File: config.mk
export PLATFORM = sky130hd
export DESIGN_NAME = vram_arbiter
export DESIGN_NICKNAME = d
export VERILOG_FILES = /design/src/rtl/gpu_pkg.sv /design/src/rtl/vram_arb_starve_ctr.sv /design/src/rtl/vram_arbiter.sv
export SDC_FILE = /design/constraint.sdc
export NUM_CORES = 1
export LEC_CHECK = 0
export CAP_MARGIN = 10
export CELL_PAD_IN_SITES_DETAIL_PLACEMENT = 0
export CELL_PAD_IN_SITES_GLOBAL_PLACEMENT = 1
export CORE_ASPECT_RATIO = 1.75
export CORE_MARGIN = 3
export CORE_UTILIZATION = 31
export DETAILED_ROUTE_END_ITERATION = 8
export GPL_TIMING_DRIVEN = 0
export PLACE_DENSITY = 0.77
export SLEW_MARGIN = 20
export SYNTH_ARGS = -nofsm -noshare
export SYNTH_HDL_FRONTEND = slang
export SYNTH_SLANG_ARGS = --single-unit
File: constraint.sdc
create_clock -name clk -period 1.6 [get_ports clk]
set_input_delay 0.32 -clock clk [delete_from_list [all_inputs] [get_ports clk]]
set_output_delay 0.32 -clock clk [all_outputs]
set_load 0.01 [all_outputs]
File: src/rtl/gpu_pkg.sv
// Shared GPU definitions: VRAM geometry and the arbiter grant encoding.
package gpu_pkg;

  localparam int VRAM_ADDR_W = 13;
  localparam int VRAM_DATA_W = 8;

  typedef enum logic [1:0] {
    GNT_NONE = 2'd0,
    GNT_PIX  = 2'd1,
    GNT_CPU  = 2'd2
  } gnt_e;

endpackage

File: src/rtl/vram_arb_starve_ctr.sv
// Saturating 8-bit count of consecutive cycles the CPU waited while pending.
// Only instantiated when VRAM_ARB_STARVE_EN is defined.
module vram_arb_starve_ctr (
  input  logic       clk,
  input  logic       rst,
  input  logic       starving,
  output logic [7:0] count
);

  // Count up while the CPU is pending and not granted, otherwise restart at zero.
  always_ff @(posedge clk or negedge rst) begin
    if (!rst) begin
      count <= 8'd0;
    end else if (!starving) begin
      count <= 8'd0;
    end else if (count != 8'hFF) begin
      count <= count + 8'd1;
    end
  end

endmodule

File: src/rtl/vram_arbiter.sv
// VRAM arbiter between the pixel-fetch stream and the CPU port.
// One grant per cycle; mem_* is driven the cycle after the grant and the
// response (pix_rvalid / cpu_ack) follows one cycle later, fully pipelined.
// Define VRAM_ARB_STARVE_EN to add the CPU starvation counter and the forced
// CPU grant once the CPU has waited STARVE_LIMIT cycles; without it the
// arbiter uses strict priority and STARVE_LIMIT has no effect.
module vram_arbiter
  import gpu_pkg::*;
#(
  parameter int STARVE_LIMIT = 8
) (
  input  logic                   clk,
  input  logic                   rst,
  input  logic                   blank,
  input  logic                   pix_req,
  input  logic [VRAM_ADDR_W-1:0] pix_addr,
  output logic                   pix_gnt,
  output logic                   pix_rvalid,
  output logic [VRAM_DATA_W-1:0] pix_rdata,
  input  logic                   cpu_req,
  input  logic                   cpu_we,
  input  logic [VRAM_ADDR_W-1:0] cpu_addr,
  input  logic [VRAM_DATA_W-1:0] cpu_wdata,
  output logic                   cpu_ack,
  output logic [VRAM_DATA_W-1:0] cpu_rdata,
  output logic [VRAM_ADDR_W-1:0] mem_addr,
  output logic                   mem_we,
  output logic [VRAM_DATA_W-1:0] mem_wdata,
  input  logic [VRAM_DATA_W-1:0] mem_rdata
);

  gnt_e                   gnt;
  gnt_e                   s1_gnt;
  logic                   s2_we;
  logic                   busy;
  logic                   cpu_pending;
  logic                   starve_hit;
  logic [VRAM_DATA_W-1:0] pix_hold;
  logic [VRAM_DATA_W-1:0] cpu_hold;

  if (STARVE_LIMIT < 1 || STARVE_LIMIT > 255) begin : g_bad_limit
    $error("vram_arbiter: STARVE_LIMIT must lie in 1..255");
  end

  // A CPU request only competes when no CPU transaction is already in flight.
  assign cpu_pending = cpu_req && !busy;

`ifdef VRAM_ARB_STARVE_EN
  localparam logic [7:0] STARVE_THRESH = 8'(STARVE_LIMIT);
  logic [7:0] starve_cnt;

  vram_arb_starve_ctr u_starve_ctr (
    .clk      (clk),
    .rst      (rst),
    .starving (cpu_pending && (gnt != GNT_CPU)),
    .count    (starve_cnt)
  );

  assign starve_hit = cpu_pending && (starve_cnt >= STARVE_THRESH);
`else
  assign starve_hit = 1'b0;
`endif

  // Priority: CPU in blanking, starved CPU, pixel fetch, then idle-slot CPU.
  always_comb begin
    gnt = GNT_NONE;
    if (blank && cpu_pending) begin
      gnt = GNT_CPU;
    end else if (starve_hit) begin
      gnt = GNT_CPU;
    end else if (pix_req) begin
      gnt = GNT_PIX;
    end else if (cpu_pending) begin
      gnt = GNT_CPU;
    end
  end

  // pix_gnt must read low while reset is asserted, even with pix_req high.
  assign pix_gnt = rst && (gnt == GNT_PIX);

  // Memory stage: register the winner's address/data; idle slots keep the address.
  always_ff @(posedge clk or negedge rst) begin
    if (!rst) begin
      s1_gnt    <= GNT_NONE;
      mem_addr  <= '0;
      mem_we    <= 1'b0;
      mem_wdata <= '0;
    end else begin
      s1_gnt <= gnt;
      mem_we <= (gnt == GNT_CPU) && cpu_we;
      case (gnt)
        GNT_PIX: mem_addr <= pix_addr;
        GNT_CPU: begin
          mem_addr  <= cpu_addr;
          mem_wdata <= cpu_wdata;
        end
        default: ;
      endcase
    end
  end

  // Response stage: the synchronous RAM answers one cycle after mem_addr.
  always_ff @(posedge clk or negedge rst) begin
    if (!rst) begin
      pix_rvalid <= 1'b0;
      cpu_ack    <= 1'b0;
      s2_we      <= 1'b0;
    end else begin
      pix_rvalid <= (s1_gnt == GNT_PIX);
      cpu_ack    <= (s1_gnt == GNT_CPU);
      s2_we      <= mem_we;
    end
  end

  // Busy covers a CPU transaction from its grant until the end of its ack cycle.
  always_ff @(posedge clk or negedge rst) begin
    if (!rst) begin
      busy <= 1'b0;
    end else if (gnt == GNT_CPU) begin
      busy <= 1'b1;
    end else if (cpu_ack) begin
      busy <= 1'b0;
    end
  end

  // Keep the last delivered read data so each rdata holds between its valid cycles.
  always_ff @(posedge clk or negedge rst) begin
    if (!rst) begin
      pix_hold <= '0;
      cpu_hold <= '0;
    end else begin
      if (pix_rvalid) begin
        pix_hold <= mem_rdata;
      end
      if (cpu_ack && !s2_we) begin
        cpu_hold <= mem_rdata;
      end
    end
  end

  assign pix_rdata = pix_rvalid ? mem_rdata : pix_hold;
  assign cpu_rdata = (cpu_ack && !s2_we) ? mem_rdata : cpu_hold;

endmodule

==> results by stage, run 1 <==
Final layout:
- 0 antenna diodes ended up in the layout.
- The count of nets after finishing is 290.
- At the end of the flow the core is filled with cells to 0.558.
- The proportion of layout cells with a drive suffix above 1 is 0.346.
- After the flow finishes, the layout carries non-filler instances totaling 316.
- The growth of design area from synthesis to finish is 72.7%.

Setup path:
- The critical setup path kind is reg2out.
- The highest fanout seen on the critical path is 4.
- The kind of cell adding the most delay to the critical path is flip-flops.
- The number of buffers and inverters on the critical path is 1.
- Walking the worst path, the cells encountered are nor2b_4, o21ai_2, ha_2, and2_4, buf_6.
- The largest stage delay on the critical path is 0.43 ns.
- The required time of the critical path is 1.28 ns.
- Data on the critical path arrives at its endpoint at 1.41 ns.
- The critical path starts at busy$_DFFE_PN0P_.
- The endpoint type of the worst setup path is a primary output.
- The critical path's slowest cell is sky130_fd_sc_hd__dfrtp_1.
- In this run the critical register-to-register path is launched from busy$_DFFE_PN0P_.
- The worst setup path is launched from a register.

Power:
- The power density over the cells is 1560 nW/µm².
- The share of total power dissipated in combinational logic is 0.497.
- The fraction of power spent switching nets is 0.300.
- Of the total power, the clock network draws 0.142.
- In this run the static leakage power is 1.40 nW.
- The internal power of the cells totals 3.44 mW.
- Of the total power, registers draw 0.361.
- For this design the total switching power over the nets is 1.47 mW.
- VDD sags by at most 0.771 mV.

Clock tree:
- The number of clock buffers inserted by TritonCTS is 5.
- The cell sitting at the root of the clock tree is a sky130_fd_sc_hd__clkbuf_8.
- The total number of clock tree sinks is 44.
- At the later pin of the worst-skew pair, clock insertion delay measures 0.29 ns.
- The number of levels the H-tree was split into is 2.
- The buffer depth of the longest clock path is 2.
- TritonCTS built the clock tree.
- Clock-pin slew was measured on the worst setup and hold paths at 0.08 ns.

Place:
- After detailed placement, the design holds a cell count of 295.
- The HPWL after detailed placement is 3.44 mm.
- The count of input and output buffers is 88.
- Routability-driven placement finished with a final weighted congestion of 0.721.

Detailed routing:
- In the routed design, unresolved DRC markers number 0.
- The final route contains 1393 vias.
- The number of nets with antenna violations after detailed routing is 0.
- The number of iterations in the first detailed-routing pass is 4.
- The final wirelength is 4.73 mm.
- The detailed router finished its first iteration with 43 violations.
- After detailed routing, the number of vias per cell comes to 4.41.
- The routed wirelength normalized by instance count is 15.0 µm.

Synth:
- Of the post-synthesis cell area, the part taken by muxes is 0.237.
- The dominant combinational cell family by area after synthesis is multiplexers.
- For this run, the register share of the synthesized area comes to 0.606.
- The summed instance area of the synthesized netlist is 1820 µm².
- The number of nets in the synthesized netlist is 181.
- The synthesized instance count is 130.
- In this run the mean area of a mapped cell was 14.0 µm².
- Of the total synthesized cell area, the portion taken by AND, OR, NAND and NOR gates is 0.0475.
- Yosys printed 0 warnings.
- Yosys mapped the design onto 18 distinct sky130hd cell types.
- Of the total synthesized cell area, the portion taken by XOR and XNOR cells is 0.
- Counting flops and latches in the post-synthesis netlist gives 44.
- Of the total synthesized cell area, the portion taken by full adders, half adders and majority gates is 0.0206.
- The share of the synthesized area in compound gates (AO/OA/AOI/OAI) is 0.0537.

Global routing:
- The first global-routing pass estimated 7.04 mm of wire.
- The leftover overflow at the end of global routing is 0.
- The number of antenna violations at the first check in global routing is 0.
- For this run, the total global-route usage over all layers was measured as 0.137.
- The maximum number of pins on one net before global-route repair is 27.
- The number of global-route vias before repair is 1401.

Run:
- Across the run, the number of max-cap violations was 0.

Run status:
- The checks that failed: negative setup slack.
- The run finished, with violations left.

STA:
- Clock skew on the completed layout was measured at 0.00298 ns.
- For the pin with the worst max-slew slack, the measured transition is 0.863 ns.
- The final critical-path required period is 1.73 ns.
- The final critical-path setup slack is -0.128 ns.
- Dividing the final minimum period by the clock period gives 1.08.
- The count of final hold-check violations is 0.
- The number of setup violations in the final report is 38.
- The maximum clock frequency is 579 MHz.
- Setup repair after global routing could not meet its margin everywhere.
- The number of slew-limit violations in the final report came to 0.
- The worst pin sits at a relative slew slack of 0.422.

Floorplanning:
- The region available for standard cell placement spans 5630 µm².
- The placement row count is 36.
- The full die area is 6860 µm².
- 89 I/O pins were placed.
- The initial utilization of the core area, before any placement, comes to 0.323.
- From left edge to right edge, the die measures 63.9 µm.
- The die is 107 µm tall.

Hold path:
- The worst min-delay path class is in2async.
[per-stage QoR]
step / instance area (µm²) / total power, mW / setup TNS (ns) / hold slack, ns / setup slack (ns)
detailed placement: 2810 / 3.96 / -14.57 / 0.309 / -0.654
floorplan: 1820 / 2.72 / 0 / 0.0244 / 0.106
global placement: 2790 / 3.93 / -61.63 / 0.363 / -1.86
finish: 3140 / 4.91 / -2.18 / 0.0401 / -0.128
global route: 3140 / 5.20 / -4.64 / 0.0496 / -0.199
CTS: 3000 / 4.85 / -1.79 / 0.0499 / -0.128
[cells by family (layout without fill, tap and decap cells)]
kind of cell / count (synthesis) / count (layout)
flops: 44 / 44
mux: 37 / 37
simple gates: 19 / 19
compound gates: 18 / 18
buf+inv: 9 / 119
fa+ha+maj: 3 / 3
[timing repair]
action,CTS,global route
hold buffers,1,0
gates resized for setup,108,21
setup endpoints to repair,38,39
buffers inserted,5,6
hold endpoints to repair,18,0
pin swaps,2,2
gates cloned,0,2
[routing by layer]
layer,GRT usage,routed length [µm]
met1,0.151,1710
met2,0.251,2760
met3,0.0251,166
met4,0.0603,89
met5,0,0
[synthesized netlist by cell type]
library cell	number	area share
sky130_fd_sc_hd__o21ai_1	9	0.025
sky130_fd_sc_hd__and2_1	2	0.0069
sky130_fd_sc_hd__o21a_1	1	0.0041
sky130_fd_sc_hd__nor2b_1	3	0.010
sky130_fd_sc_hd__ha_1	3	0.021
sky130_fd_sc_hd__a21o_1	2	0.0083
sky130_fd_sc_hd__nand2_1	13	0.027
sky130_fd_sc_hd__mux2i_1	13	0.072
sky130_fd_sc_hd__mux2_4	8	0.066
sky130_fd_sc_hd__nand2b_1	1	0.0034
sky130_fd_sc_hd__buf_2	4	0.011
sky130_fd_sc_hd__dfrtp_1	44	0.61
sky130_fd_sc_hd__inv_1	2	0.0041
sky130_fd_sc_hd__buf_6	2	0.012
sky130_fd_sc_hd__mux2_2	16	0.099
sky130_fd_sc_hd__a21oi_1	1	0.0028
sky130_fd_sc_hd__o21ai_0	5	0.014
sky130_fd_sc_hd__buf_8	1	0.0083
[layout make-up]
cell class | instances | area, µm²
fill | 495 | 2490
tap | 76 | 95.1
buffer | 6 | 63.8
multi-input combinational | 77 | 743
inverter | 2 | 7.51
timing repair buffer | 103 | 1040
clock buffer | 8 | 90.1
sequential | 44 | 1100
[power groups by stage]
stage	Clock [mW]	Combinational (mW)	Sequential, mW
after floorplan	0	0.826	1.89
after global placement	0	2.16	1.77
after detailed placement	0	2.18	1.78
after CTS	0.732	2.34	1.77
after global routing	0.779	2.59	1.83
final	0.698	2.44	1.77
[path summary, 6_finish.rpt]
check / depth (start not counted) / slack [ns] / to
worst min-delay path: 2 / 0.04 / cpu_hold[7]$_DFF_PN0_
max in group asynchronous: 2 / 0.28 / mem_we$_DFF_PN0_
worst max register to register: 8 / -0.11 / mem_addr[3]$_DFFE_PN0P_
min in group clk: 0 / 0.38 / s2_we$_DFF_PN0_
worst min register to register: 0 / 0.38 / s2_we$_DFF_PN0_
worst max-delay path: 5 / -0.13 / pix_gnt
[cell usage in the layout, fill, tap and decap left out, drive strengths merged]
master / instances
a21o: 2
a21oi: 1
and2: 2
buf: 38
clkbuf: 9
clkdlybuf4s50: 66
dfrtp: 44
dlygate4sd2: 3
dlygate4sd3: 1
ha: 3
inv: 2
mux2: 24
mux2i: 13
nand2: 13
nand2b: 1
nor2b: 3
o21a: 1
o21ai: 14
[state kept, by name, indices dropped and copies added (netlist names)]
register	cells
mem_addr	13
pix_hold	8
pix_rvalid	1
s1_gnt	2
busy	1
cpu_hold	8
mem_wdata	8
s2_we	1
cpu_ack	1
mem_we	1
(Power assumes the default switching activity.)
==> run 2: changes to the inputs <==
--- a/config.mk
+++ b/config.mk
@@ -5,6 +5,7 @@
 export SDC_FILE = /design/constraint.sdc
 export NUM_CORES = 1
 export LEC_CHECK = 0
+export ABC_CLOCK_PERIOD_IN_PS = 1600
 export CAP_MARGIN = 10
 export CELL_PAD_IN_SITES_DETAIL_PLACEMENT = 0
 export CELL_PAD_IN_SITES_GLOBAL_PLACEMENT = 1
==> results of run 2 <==
Same layout as run 1: the final DEF is identical, and so are final timing and power.
==> run 3: changes to the inputs <==
--- a/config.mk
+++ b/config.mk
@@ -13,6 +13,7 @@
 export CORE_MARGIN = 3
 export CORE_UTILIZATION = 31
 export DETAILED_ROUTE_END_ITERATION = 8
+export GPL_ROUTABILITY_DRIVEN = 0
 export GPL_TIMING_DRIVEN = 0
 export PLACE_DENSITY = 0.77
 export SLEW_MARGIN = 20
==> results of run 3 <==
Same layout as run 1: the final DEF is identical, and so are final timing and power.
